==> src/rtl/relay_rr_arbiter_if.sv <==
// Producer-side FWFT read ports and downstream relay-station write port
// shared by the round-robin relay arbiter.
interface relay_rr_arbiter_if #(
  parameter int NUM_PORTS  = 4,
  parameter int DATA_WIDTH = 32
);
  logic [NUM_PORTS-1:0]            in_empty_n;
  logic [NUM_PORTS*DATA_WIDTH-1:0] in_dout;
  logic [NUM_PORTS-1:0]            in_read;
  logic                            if_full_n;
  logic                            if_write;
  logic [DATA_WIDTH-1:0]           if_din;

  modport master (
    input  in_empty_n, in_dout, if_full_n,
    output in_read, if_write, if_din
  );

  modport slave (
    output in_empty_n, in_dout, if_full_n,
    input  in_read, if_write, if_din
  );
endinterface

==> src/rtl/relay_rr_arbiter.sv <==
// Round-robin arbiter merging NUM_PORTS FWFT streams onto one relay-station
// write port through a registered output stage, with bounded grant bursts.
module relay_rr_arbiter #(
  parameter int NUM_PORTS  = 4,
  parameter int DATA_WIDTH = 32,
  parameter int MAX_BURST  = 8,
  parameter int PTR_WIDTH  = $clog2(NUM_PORTS)
) (
  input  logic                 clk,
  input  logic                 reset_n,
  relay_rr_arbiter_if.master   bus,
  output logic [NUM_PORTS-1:0] grant,
  output logic [PTR_WIDTH-1:0] grant_idx,
  output logic                 busy
);

  typedef enum logic {IDLE, GRANT} state_t;

  state_t                state, state_nxt;
  logic [PTR_WIDTH-1:0]  prio;
  logic [PTR_WIDTH-1:0]  pick_idx;
  logic                  pick_valid;
  logic [7:0]            cnt;
  logic [DATA_WIDTH-1:0] dout_arr [NUM_PORTS];
  logic                  cur_avail;
  logic                  out_rdy;
  logic                  pop;
  logic                  burst_done;
  logic                  rel;

  always_comb begin
    for (int i = 0; i < NUM_PORTS; i++) begin
      dout_arr[i] = bus.in_dout[i*DATA_WIDTH +: DATA_WIDTH];
    end
  end

  // Descending scan so the last hit is the first set bit at or after prio.
  always_comb begin
    pick_valid = 1'b0;
    pick_idx   = '0;
    for (int k = NUM_PORTS - 1; k >= 0; k--) begin
      if (bus.in_empty_n[(int'(prio) + k) % NUM_PORTS]) begin
        pick_valid = 1'b1;
        pick_idx   = PTR_WIDTH'((int'(prio) + k) % NUM_PORTS);
      end
    end
  end

  assign cur_avail  = bus.in_empty_n[grant_idx];
  assign out_rdy    = ~bus.if_write | bus.if_full_n;
  assign pop        = (state == GRANT) & cur_avail & out_rdy;
  assign burst_done = pop & (cnt == 8'(MAX_BURST - 1));
  // A stalled downstream never releases; only burst end or a drained port do.
  assign rel        = (state == GRANT) & (burst_done | ~cur_avail);

  // NOTE: sequential state uses non-blocking assignments so every register
  // samples pre-edge values regardless of process evaluation order.
  always_ff @(posedge clk or negedge reset_n) begin
    if (!reset_n) state <= IDLE;
    else          state <= state_nxt;
  end

  // NOTE: default assignment first keeps this block free of inferred latches.
  always_comb begin
    state_nxt = state;
    case (state)
      IDLE:    if (pick_valid) state_nxt = GRANT;
      GRANT:   if (rel)        state_nxt = IDLE;
      default:                 state_nxt = IDLE;
    endcase
  end

  always_comb begin
    bus.in_read = '0;
    if (pop) bus.in_read[grant_idx] = 1'b1;
    busy = (state == GRANT) | bus.if_write;
  end

  always_ff @(posedge clk or negedge reset_n) begin
    if (!reset_n) begin
      grant     <= '0;
      grant_idx <= '0;
      prio      <= '0;
      cnt       <= '0;
    end else if ((state == IDLE) && pick_valid) begin
      grant     <= NUM_PORTS'(1) << pick_idx;
      grant_idx <= pick_idx;
      cnt       <= '0;
    end else if (rel) begin
      grant     <= '0;
      grant_idx <= '0;
      cnt       <= '0;
      prio      <= (grant_idx == PTR_WIDTH'(NUM_PORTS - 1)) ? '0 : grant_idx + 1'b1;
    end else if (pop) begin
      cnt       <= cnt + 8'd1;
    end
  end

  always_ff @(posedge clk or negedge reset_n) begin
    if (!reset_n) begin
      bus.if_write <= 1'b0;
      bus.if_din   <= '0;
    end else if (pop) begin
      bus.if_write <= 1'b1;
      bus.if_din   <= dout_arr[grant_idx];
    end else if (bus.if_full_n) begin
      bus.if_write <= 1'b0;
    end
  end

endmodule

==> src/flat_wrapper.sv <==
// flat-port wrapper written by rule: the top's interface ports become plain ports
module relay_rr_arbiter_flat 
#(
  parameter int NUM_PORTS  = 4,
  parameter int DATA_WIDTH = 32,
  parameter int MAX_BURST  = 8,
  parameter int PTR_WIDTH  = $clog2(NUM_PORTS)
)
  (clk, reset_n, grant, grant_idx, busy, bus_in_empty_n, bus_in_dout, bus_if_full_n, bus_in_read, bus_if_write, bus_if_din);
  relay_rr_arbiter_if #(.NUM_PORTS(NUM_PORTS), .DATA_WIDTH(DATA_WIDTH)) bus_i ();
  input  logic clk;
  input  logic reset_n;
  output logic [NUM_PORTS-1:0] grant;
  output logic [PTR_WIDTH-1:0] grant_idx;
  output logic busy;
  input wire logic [$bits(bus_i.in_empty_n)-1:0] bus_in_empty_n;
  input wire logic [$bits(bus_i.in_dout)-1:0] bus_in_dout;
  input wire logic [$bits(bus_i.if_full_n)-1:0] bus_if_full_n;
  output wire logic [$bits(bus_i.in_read)-1:0] bus_in_read;
  output wire logic [$bits(bus_i.if_write)-1:0] bus_if_write;
  output wire logic [$bits(bus_i.if_din)-1:0] bus_if_din;
  assign bus_i.in_empty_n = bus_in_empty_n;
  assign bus_i.in_dout = bus_in_dout;
  assign bus_i.if_full_n = bus_if_full_n;
  assign bus_in_read = bus_i.in_read;
  assign bus_if_write = bus_i.if_write;
  assign bus_if_din = bus_i.if_din;
  relay_rr_arbiter #(.NUM_PORTS(NUM_PORTS), .DATA_WIDTH(DATA_WIDTH), .MAX_BURST(MAX_BURST), .PTR_WIDTH(PTR_WIDTH)) u_core (.clk(clk), .reset_n(reset_n), .bus(bus_i), .grant(grant), .grant_idx(grant_idx), .busy(busy));
endmodule
==> config.mk <==
export PLATFORM = sky130hd
export DESIGN_NAME = relay_rr_arbiter_flat
export DESIGN_NICKNAME = d
export VERILOG_FILES = /design/src/rtl/relay_rr_arbiter_if.sv /design/src/rtl/relay_rr_arbiter.sv /design/src/flat_wrapper.sv
export SDC_FILE = /design/constraint.sdc
export NUM_CORES = 1
export LEC_CHECK = 0
export CAP_MARGIN = 20
export CORE_ASPECT_RATIO = 0.7
export CORE_MARGIN = 2
export CORE_UTILIZATION = 38
export DETAILED_ROUTE_END_ITERATION = 8
export GPL_TIMING_DRIVEN = 1
export PLACE_DENSITY = 0.78
export SLEW_MARGIN = 20
export SYNTH_ARGS = -nofsm -noshare
export SYNTH_HDL_FRONTEND = slang
export SYNTH_SLANG_ARGS = --single-unit
==> constraint.sdc <==
create_clock -name clk -period 2.5 [get_ports clk]
set_input_delay 0.25 -clock clk [delete_from_list [all_inputs] [get_ports clk]]
set_output_delay 0.25 -clock clk [all_outputs]
set_load 0.01 [all_outputs]
==> results.sh, run 1 <==
export IMPL_die_h_um=79.2
export IMPL_setup_violations_final=0
export IMPL_peakVddDrop_mv=0.461
export IMPL_grt_max_degree=44
export IMPL_dpl_hpwl_mm=7.40
export IMPL_synth_area_leader_cell="dfrtp_1"
export IMPL_start_util_pct=39.2
export IMPL_ant_nets=0
export IMPL_synth_top_area_share_pct=40.7
export IMPL_first_pass_iters=4
export IMPL_hold_slack_ps=410
export IMPL_total_power_mw=4.87
export IMPL_arrival_ps=2080
export IMPL_cp_slowest_cell="clkdlybuf4s50_1"
export IMPL_final_area_mm2=0.00511
export IMPL_worstRegToRegCells=4
export IMPL_syn_to_final_growth_pct=66.3
export IMPL_rows=27
export IMPL_port_buffer_count=178
export IMPL_path_clk_slew_ps=60
export IMPL_synth_main_ff_cell="dfrtp_1"
export IMPL_grt_pass1_vias=2901
export IMPL_required_ps=2250
export IMPL_worst_pin_slew_ps=572
export IMPL_vias=2684
export IMPL_p_per_area_mw_per_mm2=953
export IMPL_fin_ws_ps=171
export IMPL_overflow=0
export IMPL_hold_viol=0
export IMPL_maxSlewHeadroom_pct=60.9
export IMPL_clkSinkCount=50
export IMPL_die_width_um=111
export IMPL_synthesis_area_mm2=0.00307
export IMPL_routabilityCongestion=0.870
export IMPL_synth_warning_count=0
export IMPL_cts_resized_gates=0
export IMPL_ys_seq_area_share_pct=40.7
export IMPL_layout_min_cycle_time_ps=2330
export IMPL_grt_setup_unrepaired="false"
export IMPL_die_area_mm2=0.00883
export IMPL_cts_tree="done"
export IMPL_highest_layer="met4"
export IMPL_final_common_cell="clkdlybuf4s50_1"
export IMPL_clk_latency_ps=280
export IMPL_cts_buffers=5
export IMPL_leakagePower_nw=1.95
export IMPL_critPathCaptureType="primary output"
export IMPL_cts_buffer_depth=2
export IMPL_wl_met2_mm=4.65
export IMPL_synth_area_leaders="dfrtp_1 41%, mux4_2 21%, mux2_1 12%, mux4_1 2.6%, ha_1 2.0%"
export IMPL_final_setup_tns_ps=0
export IMPL_avgViaCountPerCell=5.39
export IMPL_synth_avg_cell_area_um2=14.2
export IMPL_timing_fmax_ghz=0.429
export IMPL_track_usage_pct=22.1
export IMPL_routed_wirelength_mm=9.26
export IMPL_design_core_area_mm2=0.00784
export IMPL_fillers=603
export IMPL_critPathMaxStageDelay_ps=560
export IMPL_ys_ff_latch=50
export IMPL_num_antenna_cells=0
export IMPL_synthArstFlopShare_pct=100
export IMPL_synth_fp_nets=357
export IMPL_drv_slew=0
export IMPL_hold_class="input port to async pin"
export IMPL_crit_type="flip-flop to primary output"
export IMPL_ys_types=45
export IMPL_wl_met3_um=659
export IMPL_synth_edf_count=0
export IMPL_pre_cts_ws_ps=176
export IMPL_dpl_cell_area_mm2=0.00493
export IMPL_route_detailed_drc=0
export IMPL_drtIter0Drc=114
export IMPL_layout_common_cells="177 x clkdlybuf4s50_1, 48 x dfrtp_1, 34 x mux2_1"
export IMPL_routedLengthMet1_mm=3.84
export IMPL_startpoint_type="flip-flop"
export IMPL_wl_per_cell_um=18.6
export IMPL_drive_above_1_share_pct=13.9
export IMPL_cts_root_buf="clkbuf_16"
export IMPL_timing_final_crit_share_pct=93.2
export IMPL_antenna_found_initial=0
export IMPL_cp_max_fo=7
export IMPL_grt_pass1_wl_mm=15.3
export IMPL_pin_count=179
export IMPL_maxCapViolCount=0
export IMPL_fin_nets=536
export IMPL_syn_inst=217
export IMPL_htree_levels=2
export IMPL_fin_skew_ps=3.51
export IMPL_status="finished clean"
export IMPL_cp_cell_sequence="mux2i_2 -> o22ai_2 -> and3_1 -> clkdlybuf4s50_1"
## final timing paths
| kind | startpoint | end | slack (ps) |
|---|---|---|---|
| max in group asynchronous | reset_n | u_core.bus.if_din[23] | 1430 |
| worst max register to register | u_core.cnt[3] | u_core.prio[1] | 370 |
| worst min-delay path | reset_n | u_core.bus.if_write | 410 |
| min in group clk | u_core.bus.if_din[6] | u_core.bus.if_din[6] | 490 |
| worst min register to register | u_core.bus.if_din[6] | u_core.bus.if_din[6] | 490 |
| worst max-delay path | u_core.grant_idx[1] | bus_in_read[2] | 170 |
## sequential cells by signal (all words and copies together) (netlist names)
register             count
u_core.bus.if_din       32
u_core.grant             4
u_core.bus.if_write      1
u_core.grant_idx         2
u_core.state             1
u_core.cnt               8
u_core.prio              2
## repair_timing
action                                 CTS  global route
hold buffers                             0             1
setup buffers                            0             0
endpoints found under the hold margin    0            14
## per-layer routing
layer | global-route usage (%) | up-vias
met4 | 4.81 | 0
met1 | 28.1 | 1320
met5 | 0 | -
met2 | 38.5 | 124
li1 | - | 1229
met3 | 5.65 | 11
## through the flow
stage | utilization, % | std cells
after global routing | 65.2 | 498
after detailed placement | 62.9 | 488
final | 65.2 | 498
after global placement | 62.9 | 488
after CTS | 64.8 | 496
after floorplan | - | 217
## report_power, final
group | switching, mW | internal [mW] | leakage (nW)
clock network | 0.274 | 0.399 | 0.0712
registers | 0.235 | 1.17 | 0.610
logic | 1.16 | 1.63 | 1.27
## worst max-delay path, delay by kind of cell, from the launching register on
family,cells,cell delay (ps)
AND/OR/NAND/NOR,1,220
buffers and inverters,1,560
multiplexers,1,200
flip-flops,1,460
AO/OA/AOI/OAI,1,350
## synthesized netlist by cell type, types with 4 or more instances
| master | instances |
|---|---|
| ha_1 | 5 |
| o21ai_0 | 7 |
| buf_2 | 7 |
| or3_1 | 5 |
| and3_1 | 4 |
| nand2_1 | 10 |
| mux4_2 | 29 |
| o22ai_1 | 5 |
| dfrtp_1 | 50 |
| a211oi_1 | 6 |
| mux2_1 | 34 |
## kinds of logic (layout without fill, tap and decap cells)
logic type | after synthesis | in the layout | synth area share [%]
multiplexers | 70 | 70 | 37.9
flip-flops | 50 | 50 | 40.7
AND/OR/NAND/NOR | 41 | 41 | 7.74
AO/OA/AOI/OAI | 34 | 34 | 7.86
buffers and inverters | 17 | 197 | 3.75
adder cells (fa/ha/maj) | 5 | 5 | 2.04
## area by class of cell
class | instances | area [um2] | share of cell area [%]
Timing Repair Buffer | 186 | 1860 | 36.5
Multi-Input combinational cell | 150 | 1710 | 33.4
Sequential cell | 50 | 1250 | 24.5
Clock buffer | 8 | 146 | 2.87
Tap cell | 101 | 126 | 2.47
Inverter | 3 | 11.3 | 0.220
Note: power is estimated with default switching activity, not from simulation.
==> inputs of run 2 (changes only) <==
--- a/config.mk
+++ b/config.mk
@@ -5,7 +5,7 @@
 export SDC_FILE = /design/constraint.sdc
 export NUM_CORES = 1
 export LEC_CHECK = 0
-export CAP_MARGIN = 20
+export CAP_MARGIN = 0
 export CORE_ASPECT_RATIO = 0.7
 export CORE_MARGIN = 2
 export CORE_UTILIZATION = 38
==> results of run 2 <==
Same layout as run 1: the final DEF is identical, and so are final timing and power.
==> inputs of run 3 (changes only) <==
--- a/config.mk
+++ b/config.mk
@@ -16,3 +16,4 @@
 export SYNTH_ARGS = -nofsm -noshare
 export SYNTH_HDL_FRONTEND = slang
 export SYNTH_SLANG_ARGS = --single-unit
+export TNS_END_PERCENT = 30
==> results of run 3 <==
Same layout as run 1: the final DEF is identical, and so are final timing and power.
